==> src/rtl/mem_arbiter.sv <==
// Two-requester arbiter sharing one single-port synchronous memory between
// instruction fetch (IF) and the data-memory stage (DM), with a fetch starvation guard.
module mem_arbiter #(
   parameter int unsigned ADDR_W     = 16,
   parameter int unsigned WORD       = 32,
   parameter int unsigned STARVE_MAX = 4
) (
   input  logic              clk,
   input  logic              rst,

   input  logic              if_req_i,
   input  logic [ADDR_W-1:0] if_addr_i,
   output logic              if_gnt_o,
   output logic              if_rvalid_o,
   output logic [WORD-1:0]   if_rdata_o,

   input  logic              dm_req_i,
   input  logic              dm_we_i,
   input  logic [ADDR_W-1:0] dm_addr_i,
   input  logic [WORD-1:0]   dm_wdata_i,
   output logic              dm_gnt_o,
   output logic              dm_rvalid_o,
   output logic [WORD-1:0]   dm_rdata_o,

   output logic [ADDR_W-1:0] mem_a_o,
   output logic              mem_w_o,
   output logic [WORD-1:0]   mem_d_o,
   input  logic [WORD-1:0]   mem_q_i
);

   typedef enum logic {
      OWN_IF = 1'b0,
      OWN_DM = 1'b1
   } owner_e;

   localparam logic [3:0] C_STARVE_MAX = 4'(STARVE_MAX);

   logic [3:0]        r_starve_cnt;
   owner_e            r_rd_owner;
   logic              r_rd_pend;
   logic [ADDR_W-1:0] r_last_addr;

   logic              w_if_gnt;
   logic              w_dm_gnt;
   logic              w_granted;
   logic              w_wr;

   // Grants are forced low while reset is asserted so the port is idle immediately.
   always_comb begin
      w_if_gnt = 1'b0;
      w_dm_gnt = 1'b0;
      if (rst) begin
         if (if_req_i && dm_req_i) begin
            if (r_starve_cnt >= C_STARVE_MAX) begin
               w_if_gnt = 1'b1;
            end else begin
               w_dm_gnt = 1'b1;
            end
         end else begin
            w_if_gnt = if_req_i;
            w_dm_gnt = dm_req_i;
         end
      end
   end

   assign w_granted = w_if_gnt | w_dm_gnt;
   assign w_wr      = w_dm_gnt & dm_we_i;

   assign if_gnt_o  = w_if_gnt;
   assign dm_gnt_o  = w_dm_gnt;

   // With no grant the address bus parks on the last issued address.
   always_comb begin
      mem_a_o = r_last_addr;
      if (w_if_gnt) begin
         mem_a_o = if_addr_i;
      end else if (w_dm_gnt) begin
         mem_a_o = dm_addr_i;
      end
   end

   assign mem_w_o = w_wr;
   assign mem_d_o = rst ? dm_wdata_i : '0;

   always_ff @(posedge clk or negedge rst) begin
      if (!rst) begin
         r_starve_cnt <= '0;
         r_rd_owner   <= OWN_IF;
         r_rd_pend    <= 1'b0;
         r_last_addr  <= '0;
      end else begin
         if (w_granted) begin
            r_last_addr <= mem_a_o;
            r_rd_owner  <= w_if_gnt ? OWN_IF : OWN_DM;
         end
         r_rd_pend <= w_granted & ~w_wr;

         // A fresh IF request does not clear a saturated count; only an IF win does.
         if (!if_req_i || w_if_gnt) begin
            r_starve_cnt <= '0;
         end else if (w_dm_gnt && (r_starve_cnt < C_STARVE_MAX)) begin
            r_starve_cnt <= r_starve_cnt + 4'd1;
         end
      end
   end

   assign if_rvalid_o = r_rd_pend & (r_rd_owner == OWN_IF);
   assign dm_rvalid_o = r_rd_pend & (r_rd_owner == OWN_DM);
   assign if_rdata_o  = mem_q_i;
   assign dm_rdata_o  = mem_q_i;

endmodule

==> config.mk <==
export PLATFORM = sky130hd
export DESIGN_NAME = mem_arbiter
export DESIGN_NICKNAME = d
export VERILOG_FILES = /design/src/rtl/mem_arbiter.sv
export SDC_FILE = /design/constraint.sdc
export NUM_CORES = 1
export LEC_CHECK = 0
export CAP_MARGIN = 20
export CORE_MARGIN = 4
export CORE_UTILIZATION = 28
export DETAILED_ROUTE_END_ITERATION = 12
export GPL_TIMING_DRIVEN = 1
export PLACE_DENSITY = 0.83
export REMOVE_ABC_BUFFERS = 1
export SLEW_MARGIN = 10
export SYNTH_ARGS = -nofsm -noshare
export SYNTH_HDL_FRONTEND = slang
export SYNTH_SLANG_ARGS = --single-unit
==> constraint.sdc <==
create_clock -name clk -period 2 [get_ports clk]
set_clock_uncertainty 0.15 [all_clocks]
set_input_delay 0.2 -clock clk [delete_from_list [all_inputs] [get_ports clk]]
set_output_delay 0.2 -clock clk [all_outputs]
set_load 0.02 [all_outputs]
==> results.ini <==
[placed_design]
post-place-ws_ns = -0.480
dp_hpwl_mm = 7.83
dp.cells = 336
gp_congestion = 0.885
io_buffers = 121

[critical_path]
worst_path_largest_cell_delay_ns = 0.51
cp_cell_sequence = clkdlybuf4s50_1, nor3b_4, nor2_4, buf_6, buf_4, a221o_1, buf_6
arrival_ns = 1.81
reg2reg_from = r_starve_cnt[2]
cp-start-kind = input port
worstSetupEndpointType = output port
path_class = in -> out
required_ns = 1.65
cp_top_family = buffers and inverters
worstSetupStartpoint = dm_req_i
cp_slowest_cell = clkdlybuf4s50_1
cp_max_fo = 5
crit_top_cell = buf_6
cp_num_buf_inv = 4

[global_routing]
antenna_found_initial = 0
grt_pass1_vias = 1854
grt_max_degree = 38
grt.overflow.total = 0
grt_pass1_wl_mm = 12.7
grt.total_usage_pct = 21.5

[timing]
maxSlewViolCount = 0
worst_slack_ns = -0.159
max-slew-margin-rel_pct = 52.5
fmax_ghz = 0.463
hold_viol_final = 0
setup-violations-final = 16
worst_slew_pin_slew_ns = 0.710
finalCritPeriodShare_pct = 108
hold_ws_ns = 0.245
min_period_ns = 2.16
rsz0062_at_grt = true

[routing]
num_vias = 1835
ant_nets = 0
vias_per_cell = 5.14
first_pass_iters = 4
wl_mm = 9.43
wl_per_cell_microns = 26.4
drt_iter0_drc = 90
drcViolationCount = 0

[status]
failed_checks = setup timing
status = finished with violations

[logic_synthesis]
synthArstFlopShare_pct = 100
synthTopCellsByArea = dfrtp_1, buf_4, a221o_1
synth_most_common_cell = buf_4
syn_avg_cell_area_sq_um = 9.50
netlist_instances = 201
synth_top_area_share_pct = 28.8
ys_top_cells_by_count = buf_4, and2_1, a221o_1
ys_ff_latch = 22
synth_top_cell_by_area = dfrtp_1
synth_flop_cell = dfrtp_1
yosys_warnings = 0
synth_cell_type_count = 20
synth.cell_area_sq_mm = 0.00191
yosysSeqAreaShare_pct = 28.8
synth_edf_count = 0

[floorplanning]
fp-row-count = 29
start_util_pct = 29.4
die-area_sq_mm = 0.00820
die-width_microns = 90.6
die_h_microns = 90.6
core_sq_mm = 0.00649
io_pins = 218

[final_layout]
nets = 383
syn_to_final_growth_pct = 54.3
stdcell_count = 357
regArea_sq_um = 552
fill_cells = 629
multi_input_area_sq_um = 786
layout-drive-gt1-share_pct = 19.3
diodes = 0

[clocking]
insertion_delay_ns = 0.27
htreeDepth = 1
numClockSinks = 22
cts_buffers = 3
cts_buffer_depth = 2
cts.reportedPaths.clkPinSlew_ns = 0.09
cts_tree = yes
clockRootBuffer = clkbuf_8

[hold_path]
min_from = rst
hp-class = in -> reg

[power]
peakVddDrop_uv = 235
power.density_mw_per_mm2 = 509
p_leak_nw = 1.26
power_mw = 1.50

[job]
max_cap_viol_count = 0

==> routing by layer <==
metal	track usage, %	part of all wire (%)	vias to the layer above
met5	7.69	0.41	-
met4	3.32	1.2	2
met3	17.8	18	10
met2	38.9	50	191
met1	17.8	30	832
li1	-	-	800
==> repair_timing <==
item,CTS,global route
endpoints found under the hold margin,22,0
hold buffers,2,0
endpoints found under the setup margin,19,17
gates resized for setup,87,24
cloned,0,2
setup buffers,10,3
pin swaps,1,13
==> worst min-delay path, stage by stage <==
cell and delay [ns]:
buf_2 0.12, buf_4 0.14, and3b_1 0.17
==> flip-flops by register name (all words and copies together) (netlist names) <==
register / count
r_starve_cnt: 4
r_rd_pend: 1
r_rd_owner: 1
r_last_addr: 16
==> report_power, final <==
part	total, mW	internal [mW]	leakage (nW)	switching, mW
Combinational	0.671	0.384	0.958	0.287
Sequential	0.501	0.490	0.274	0.0110
Clock	0.329	0.176	0.0288	0.153
Total	1.50	1.05	1.26	0.451
==> final timing paths <==
path,end,depth (start not counted),slack (ns)
min in group asynchronous,r_last_addr[7],3,0.55
max in group asynchronous,r_last_addr[1],3,0.68
max,mem_a_o[1],7,-0.16
min,r_starve_cnt[3],3,0.24
min reg2reg,r_rd_owner,2,0.40
max reg2reg,r_last_addr[0],8,0.03
==> logic make-up after synthesis <==
group,count (synthesis),synth area share (%)
compound gates,39,19.0
fa+ha+maj,1,0.655
buf+inv,76,30.3
flops,22,28.8
simple gates,63,21.2
==> final cells by class <==
class                      instances  share of cell area (%)
tap                               77                    3.27
sequential                        22                    18.7
multi-input combinational        103                    26.7
timing repair buffer             151                    49.5
clock buffer                       4                    1.87
==> cell usage in the layout (no fill, tap or decap), types with 3 or more instances in the layout <==
cell	n
buf_2	7
buf_4	16
a21boi_1	3
clkdlybuf4s50_1	100
and2_1	50
buf_6	23
dfrtp_1	21
nand2b_1	4
clkbuf_8	4
a221o_1	32
==> metrics by stage <==
| stage | utilization, % | setup TNS [ns] | area, sq um |
|---|---|---|---|
| CTS | 43.9 | -1.49 | 2850 |
| finish | 45.4 | -1.48 | 2950 |
| global placement | 42.1 | -7.09 | 2730 |
| detailed placement | 42.1 | -8.13 | 2730 |
| floorplan | - | -1.47 | 1330 |
| global route | 45.4 | -2.56 | 2950 |
Power figures use the tool's default switching activity.
